--- src/rtl/muldiv_sequencer_if.sv ---
// Handshake bundle between the control unit (master) and the RV32M multiply/divide sequencer.
interface muldiv_sequencer_if #(
   parameter int unsigned XLEN = 32
);
   logic            start;
   logic [2:0]      funct3;
   logic [XLEN-1:0] operand1;
   logic [XLEN-1:0] operand2;
   logic            flush;
   logic [XLEN-1:0] result;
   logic            busy;
   logic            done;
   logic            stall;

   modport master (
      output start, funct3, operand1, operand2, flush,
      input  result, busy, done, stall
   );

   modport slave (
      input  start, funct3, operand1, operand2, flush,
      output result, busy, done, stall
   );
endinterface

--- src/rtl/muldiv_sequencer.sv ---
// Multi-cycle RV32M sequencer: shift-add multiply, restoring divide, special cases in FIXUP.
// Define MULDIV_FAST_MUL_EN to compute multiplies with a single-cycle wide product instead.
module muldiv_sequencer #(
   parameter int unsigned XLEN    = 32,
   parameter int unsigned COUNT_W = 6
) (
   input logic               clk,
   input logic               rst,
   muldiv_sequencer_if.slave bus
);

   typedef enum logic [1:0] {StIdle, StCalc, StFixup, StDoneS} state_e;

   localparam logic [XLEN-1:0] MinInt = {1'b1, {(XLEN-1){1'b0}}};

   state_e             state_q, state_d;
   logic [2:0]         op_q, op_d;
   logic               neg_q, neg_d;
   logic               special_q, special_d;
   logic [XLEN-1:0]    a_q, a_d;
   logic [XLEN-1:0]    result_q, result_d;
   logic [2*XLEN-1:0]  acc_q, acc_d;
   logic [COUNT_W-1:0] cnt_q, cnt_d;
   logic               busy_q, done_q;

   logic               div_op, sgn1, sgn2, neg1, neg2, div_zero, div_ovf;
   logic [XLEN-1:0]    abs1, abs2, special_val;

   assign div_op   = bus.funct3[2];
   assign sgn1     = (bus.funct3 == 3'b001) | (bus.funct3 == 3'b010) |
                     (bus.funct3 == 3'b100) | (bus.funct3 == 3'b110);
   assign sgn2     = (bus.funct3 == 3'b001) | (bus.funct3 == 3'b100) | (bus.funct3 == 3'b110);
   assign neg1     = sgn1 & bus.operand1[XLEN-1];
   assign neg2     = sgn2 & bus.operand2[XLEN-1];
   assign abs1     = neg1 ? -bus.operand1 : bus.operand1;
   assign abs2     = neg2 ? -bus.operand2 : bus.operand2;
   assign div_zero = div_op & (bus.operand2 == '0);
   assign div_ovf  = div_op & ~bus.funct3[0] & (bus.operand1 == MinInt) & (bus.operand2 == '1);

   always_comb begin
      if (div_zero) special_val = bus.funct3[1] ? bus.operand1 : '1;
      else          special_val = bus.funct3[1] ? '0 : MinInt;
   end

   // acc = {partial product high, multiplier} for multiply, {remainder, dividend/quotient} for divide
   logic [XLEN:0]     mul_sum;
   logic [XLEN:0]     rem_sh;
   logic              div_ge;
   logic [XLEN-1:0]   div_diff;
   logic [2*XLEN-1:0] mul_next, div_next;

   assign mul_sum  = {1'b0, acc_q[2*XLEN-1:XLEN]} + (acc_q[0] ? {1'b0, a_q} : '0);
   assign mul_next = {mul_sum, acc_q[XLEN-1:1]};
   assign rem_sh   = acc_q[2*XLEN-1:XLEN-1];
   assign div_ge   = rem_sh >= {1'b0, a_q};
   assign div_diff = rem_sh[XLEN-1:0] - a_q;
   assign div_next = div_ge ? {div_diff, acc_q[XLEN-2:0], 1'b1}
                            : {rem_sh[XLEN-1:0], acc_q[XLEN-2:0], 1'b0};

   logic [2*XLEN-1:0] prod_mag, prod;
   logic [XLEN-1:0]   quo_mag, rem_mag, quo, rem, fix_val;

`ifdef MULDIV_FAST_MUL_EN
   assign prod_mag = {{XLEN{1'b0}}, a_q} * {{XLEN{1'b0}}, acc_q[XLEN-1:0]};
`else
   assign prod_mag = acc_q;
`endif
   assign prod    = neg_q ? -prod_mag : prod_mag;
   assign quo_mag = acc_q[XLEN-1:0];
   assign rem_mag = acc_q[2*XLEN-1:XLEN];
   assign quo     = neg_q ? -quo_mag : quo_mag;
   assign rem     = neg_q ? -rem_mag : rem_mag;

   always_comb begin
      if (special_q)            fix_val = acc_q[XLEN-1:0];
      else if (op_q == 3'b000)  fix_val = prod[XLEN-1:0];
      else if (!op_q[2])        fix_val = prod[2*XLEN-1:XLEN];
      else if (!op_q[1])        fix_val = quo;
      else                      fix_val = rem;
   end

   always_comb begin
      state_d   = state_q;
      op_d      = op_q;
      neg_d     = neg_q;
      special_d = special_q;
      a_d       = a_q;
      acc_d     = acc_q;
      cnt_d     = cnt_q;
      result_d  = result_q;
      if (bus.flush) begin
         state_d = StIdle;
      end else begin
         unique case (state_q)
            StIdle: begin
               if (bus.start) begin
                  op_d      = bus.funct3;
                  // REM result follows the dividend; everything else follows the sign product
                  neg_d     = (div_op & bus.funct3[1]) ? neg1 : (neg1 ^ neg2);
                  special_d = div_zero | div_ovf;
                  a_d       = div_op ? abs2 : abs1;
                  acc_d     = {{XLEN{1'b0}}, (div_op ? abs1 : abs2)};
                  if (div_zero | div_ovf) begin
                     acc_d   = {{XLEN{1'b0}}, special_val};
                     state_d = StFixup;
                  end
`ifdef MULDIV_FAST_MUL_EN
                  else if (!div_op) begin
                     state_d = StFixup;
                  end
`endif
                  else begin
                     cnt_d   = COUNT_W'(XLEN - 1);
                     state_d = StCalc;
                  end
               end
            end
            StCalc: begin
               acc_d = op_q[2] ? div_next : mul_next;
               if (cnt_q == '0) state_d = StFixup;
               else             cnt_d   = cnt_q - 1'b1;
            end
            StFixup: begin
               result_d = fix_val;
               state_d  = StDoneS;
            end
            StDoneS: begin
               state_d = StIdle;
            end
            default: state_d = StIdle;
         endcase
      end
   end

   always_ff @(posedge clk or posedge rst) begin
      if (rst) begin
         state_q   <= StIdle;
         op_q      <= '0;
         neg_q     <= 1'b0;
         special_q <= 1'b0;
         a_q       <= '0;
         acc_q     <= '0;
         cnt_q     <= '0;
         result_q  <= '0;
         busy_q    <= 1'b0;
         done_q    <= 1'b0;
      end else begin
         state_q   <= state_d;
         op_q      <= op_d;
         neg_q     <= neg_d;
         special_q <= special_d;
         a_q       <= a_d;
         acc_q     <= acc_d;
         cnt_q     <= cnt_d;
         result_q  <= result_d;
         busy_q    <= (state_d != StIdle);
         done_q    <= (state_d == StDoneS);
      end
   end

   assign bus.result = result_q;
   assign bus.busy   = busy_q;
   assign bus.done   = done_q;
   assign bus.stall  = (bus.start & (state_q == StIdle)) | (busy_q & ~done_q);

endmodule

--- src/flat_wrapper.sv ---
// flat-port wrapper written by rule: the top's interface ports become plain ports
module muldiv_sequencer_flat 
#(
   parameter int unsigned XLEN    = 32,
   parameter int unsigned COUNT_W = 6
)
  (clk, rst, bus_start, bus_funct3, bus_operand1, bus_operand2, bus_flush, bus_result, bus_busy, bus_done, bus_stall);
  muldiv_sequencer_if #(.XLEN(XLEN)) bus_i ();
  input logic clk;
  input logic rst;
  input wire logic [$bits(bus_i.start)-1:0] bus_start;
  input wire logic [$bits(bus_i.funct3)-1:0] bus_funct3;
  input wire logic [$bits(bus_i.operand1)-1:0] bus_operand1;
  input wire logic [$bits(bus_i.operand2)-1:0] bus_operand2;
  input wire logic [$bits(bus_i.flush)-1:0] bus_flush;
  output wire logic [$bits(bus_i.result)-1:0] bus_result;
  output wire logic [$bits(bus_i.busy)-1:0] bus_busy;
  output wire logic [$bits(bus_i.done)-1:0] bus_done;
  output wire logic [$bits(bus_i.stall)-1:0] bus_stall;
  assign bus_i.start = bus_start;
  assign bus_i.funct3 = bus_funct3;
  assign bus_i.operand1 = bus_operand1;
  assign bus_i.operand2 = bus_operand2;
  assign bus_i.flush = bus_flush;
  assign bus_result = bus_i.result;
  assign bus_busy = bus_i.busy;
  assign bus_done = bus_i.done;
  assign bus_stall = bus_i.stall;
  muldiv_sequencer #(.XLEN(XLEN), .COUNT_W(COUNT_W)) u_core (.clk(clk), .rst(rst), .bus(bus_i));
endmodule
--- config.mk ---
export PLATFORM = sky130hd
export DESIGN_NAME = muldiv_sequencer_flat
export DESIGN_NICKNAME = d
export VERILOG_FILES = /design/src/rtl/muldiv_sequencer_if.sv /design/src/rtl/muldiv_sequencer.sv /design/src/flat_wrapper.sv
export SDC_FILE = /design/constraint.sdc
export NUM_CORES = 1
export LEC_CHECK = 0
export ABC_CLOCK_PERIOD_IN_PS = 7100
export CAP_MARGIN = 25
export CORE_ASPECT_RATIO = 1.5
export CORE_MARGIN = 2
export CORE_UTILIZATION = 55
export DETAILED_ROUTE_END_ITERATION = 10
export GPL_ROUTABILITY_DRIVEN = 0
export PLACE_DENSITY = 0.75
export SKIP_CTS_REPAIR_TIMING = 1
export SLEW_MARGIN = 40
export SYNTH_ARGS = -nofsm -noshare
export SYNTH_HDL_FRONTEND = slang
export SYNTH_SLANG_ARGS = --single-unit
--- constraint.sdc ---
create_clock -name clk -period 7.1 [get_ports clk]
set_clock_uncertainty 0.1 [all_clocks]
set_input_delay 1.42 -clock clk [delete_from_list [all_inputs] [get_ports clk]]
set_output_delay 1.42 -clock clk [all_outputs]
set_load 0.05 [all_outputs]
==> flow_metrics.env <==
export IMPL_via_count_of_the_first_global_routing_pass=15800
export IMPL_detail_route_vias_per_cell=6.87
export IMPL_numPlacedInstances=2420
export IMPL_final_util=0.614
export IMPL_grt_start_max_net_pins=99
export IMPL_syn_nets=2245
export IMPL_core_rowCount=75
export IMPL_drv_cap=0
export IMPL_worst_slew_pin_tran_ns=0.935
export IMPL_num_vias=16800
export IMPL_dieArea_um2=29400
export IMPL_seqPwrFrac=0.254
export IMPL_p_int_mw=2.73
export IMPL_core_area_um2=27800
export IMPL_r2r_worst_path_cells=10
export IMPL_global_route_usage_met1=0.447
export IMPL_power_mw=5.57
export IMPL_r2r_start="u_core.acc_q[0]$_DFFE_PP0P_"
export IMPL_power_share_combinational=0.583
export IMPL_cpMaxStageDelayCell="or4_1"
export IMPL_maxClockFrequency_mhz=201
export IMPL_netlist_cell_type_count=85
export IMPL_run_status="completed"
export IMPL_hold_depth=2
export IMPL_grt_ovfl_total=0
export IMPL_worst_setup_path_type="in2reg"
export IMPL_max_vdd_ir_drop_uv=277
export IMPL_routing_usage_on_met3=0.0745
export IMPL_dpl_instance_area_um2=16500
export IMPL_antennaDiodeCount=0
export IMPL_globalRouteTotalUtil=0.392
export IMPL_cts_tree="built"
export IMPL_worst_slack_ns=2.13
export IMPL_synth_cells=2101
export IMPL_detail_route_iter0_violations=1939
export IMPL_global_route_wire_length_before_repair_um=88900
export IMPL_numCtsBuffers=17
export IMPL_antenna_nets_post_route=0
export IMPL_cp_arrival_ns=5.24
export IMPL_io_buffers=105
export IMPL_synthesis_area_um2=15400
export IMPL_layout_drive_gt1_share=0.0489
export IMPL_die_width_um=141
export IMPL_wl_per_cell_um=23.6
export IMPL_seq_total_area_yosys=0.232
export IMPL_syn_area_per_cell_um2=7.33
export IMPL_switchingPower_mw=2.84
export IMPL_most_common_cell_after_layout_fill_and_taps_aside="nand2_1"
export IMPL_min_period_ns=4.97
export IMPL_min_to="u_core.bus.result[25]$_DFFE_PP0P_"
export IMPL_final_max_slew_violation_count=0
export IMPL_cts_buffer_depth=2
export IMPL_post_place_ws_ns=1.76
export IMPL_cpMostUsedCell="or4_1"
export IMPL_rsz0062_at_grt="false"
export IMPL_use_met2=0.633
export IMPL_leakagePower_nw=7.10
export IMPL_worstPathCellList="clkdlybuf4s50_1 -> or4_1 -> or4_1 -> nand4b_1 -> or4_1 -> buf_4 -> nand3_1 -> nor2_1 -> nor4_1 -> a21oi_1 -> o21ai_1"
export IMPL_wirelength_um=57800
export IMPL_antenna_violations_before_repair=0
export IMPL_min_delay_path_class="reg2reg"
export IMPL_synth_warnings=0
export IMPL_start_kind="input pin"
export IMPL_detailedPlacementHpwl_um=43500
export IMPL_boundaryPins=106
export IMPL_layout_filler_cells=2551
export IMPL_worst_hold_slack_ns=0.384
export IMPL_layout_common_cells="nand2_1 (213), nor2_1 (202), o21ai_0 (197)"
export IMPL_detail_route_drc_violations=0
export IMPL_clock_latency_ns=0.46
export IMPL_sw_frac_of_total=0.510
export IMPL_detail_route_first_pass_iterations=6
export IMPL_power_frac_clock=0.163
export IMPL_cp_data_required_time_ns=7.38
export IMPL_ff2ff_setup_slack_ns=2.36
export IMPL_initial_core_util=0.555
export IMPL_ys_seq_elements=143
export IMPL_part_of_the_cycle_the_worst_path_needs=0.699
export IMPL_ctsRootBufferMaster="clkbuf_16"
export IMPL_synth_enable_flop_cells=0
export IMPL_setup_viol=0
export IMPL_cp_max_fo=23
export IMPL_setup_total_negative_slack_ns=0
export IMPL_finalHoldViolCount=0
export IMPL_final_non_filler_cells=2452
export IMPL_layout_nets=2237
export IMPL_clock_sinks=143
export IMPL_end_kind="flop"
export IMPL_critical_path_max_stage_delay_ns=0.86
export IMPL_power_per_cell_area_nw_per_um2=327
export IMPL_global_route_peak_usage_layer="met2"
export IMPL_fp_dieH_um=209
export IMPL_design_area_um2=17100
export IMPL_slew_headroom=0.372
export IMPL_area_delta_synth_final_pct=10.8
export IMPL_synth_ff_type="dfrtp_1"
export IMPL_timing_rr_end="u_core.bus.result[24]$_DFFE_PP0P_"
export IMPL_asyncSetResetFlopFracSynth=1.00
export IMPL_cts_htree_levels=4
export IMPL_holdCritStartpoint="u_core.bus.result[25]$_DFFE_PP0P_"
export IMPL_clk_transition_reported_paths_ns=0.07
-- power groups by stage --
stage,combinational [mW],clock (mW),sequential (mW)
floorplan,2.52,0,1.13
global placement,3.07,0,1.39
detailed placement,3.13,0,1.40
CTS,3.15,0.908,1.38
global route,3.55,0.943,1.42
finish,3.25,0.908,1.42
-- final cells by class --
type,count,area [um2],area share
Tap cell,346,433,0.0254
Clock inverter,15,150,0.00880
Timing Repair Buffer,125,1200,0.0703
Inverter,88,335,0.0196
Multi-Input combinational cell,1718,10900,0.641
Sequential cell,143,3580,0.210
Clock buffer,17,425,0.0249
-- state kept, by name (all words and copies together) (netlist names) --
signal             count
u_core.acc_q          64
u_core.a_q            32
u_core.bus.result     32
u_core.cnt_q           6
u_core.op_q            3
u_core.state_q         2
u_core.bus.busy        1
u_core.bus.done        1
u_core.neg_q           1
u_core.special_q       1
-- worst max path at each step --
stage / to / start / slack, ns / depth (start not counted)
finish: u_core.acc_q[31]$_DFFE_PP0P_ / bus_operand2[24] / 2.13 / 11
detailed placement: u_core.acc_q[31]$_DFFE_PP0P_ / bus_operand2[24] / 1.76 / 11
CTS: u_core.acc_q[31]$_DFFE_PP0P_ / bus_operand2[24] / 2.22 / 11
global route: u_core.acc_q[31]$_DFFE_PP0P_ / bus_operand2[24] / 2.10 / 11
floorplan: u_core.a_q[0]$_DFFE_PP0P_ / rst / 1.74 / 1
global placement: u_core.cnt_q[4]$_DFFE_PP0P_ / bus_operand2[24] / 1.81 / 10
-- cell usage after synthesis, types with 28 or more instances --
library cell | count | area [um2]
a211oi_1 | 28 | 210
a21o_1 | 35 | 263
a21oi_1 | 176 | 881
clkbuf_1 | 132 | 495
dfrtp_1 | 143 | 3580
ha_1 | 71 | 888
inv_1 | 86 | 323
mux2i_1 | 58 | 581
nand2_1 | 214 | 803
nand3_1 | 50 | 250
nor2_1 | 205 | 769
nor3_1 | 59 | 295
o211ai_1 | 31 | 233
o21ai_0 | 198 | 991
o31ai_1 | 34 | 255
xnor2_1 | 93 | 815
xor2_1 | 67 | 587
-- cell families after synthesis --
family	Yosys count	synth area share
xor+xnor	160	0.0910
fa+ha+maj	73	0.0603
compound gates	693	0.287
simple gates	727	0.226
flops	143	0.232
mux	65	0.0435
buf+inv	240	0.0602
-- critical path: cells and delay by family --
family,cells,cell delay (ns)
buf+inv,2,0.87
compound gates,2,0.22
simple gates,7,2.72
-- routing by layer --
layer  up-vias  share of wire
met1      7890           0.35
li1       7622              -
met5         -              0
met2      1030           0.46
met4         0           0.10
met3       301          0.086
(Power assumes the default switching activity.)
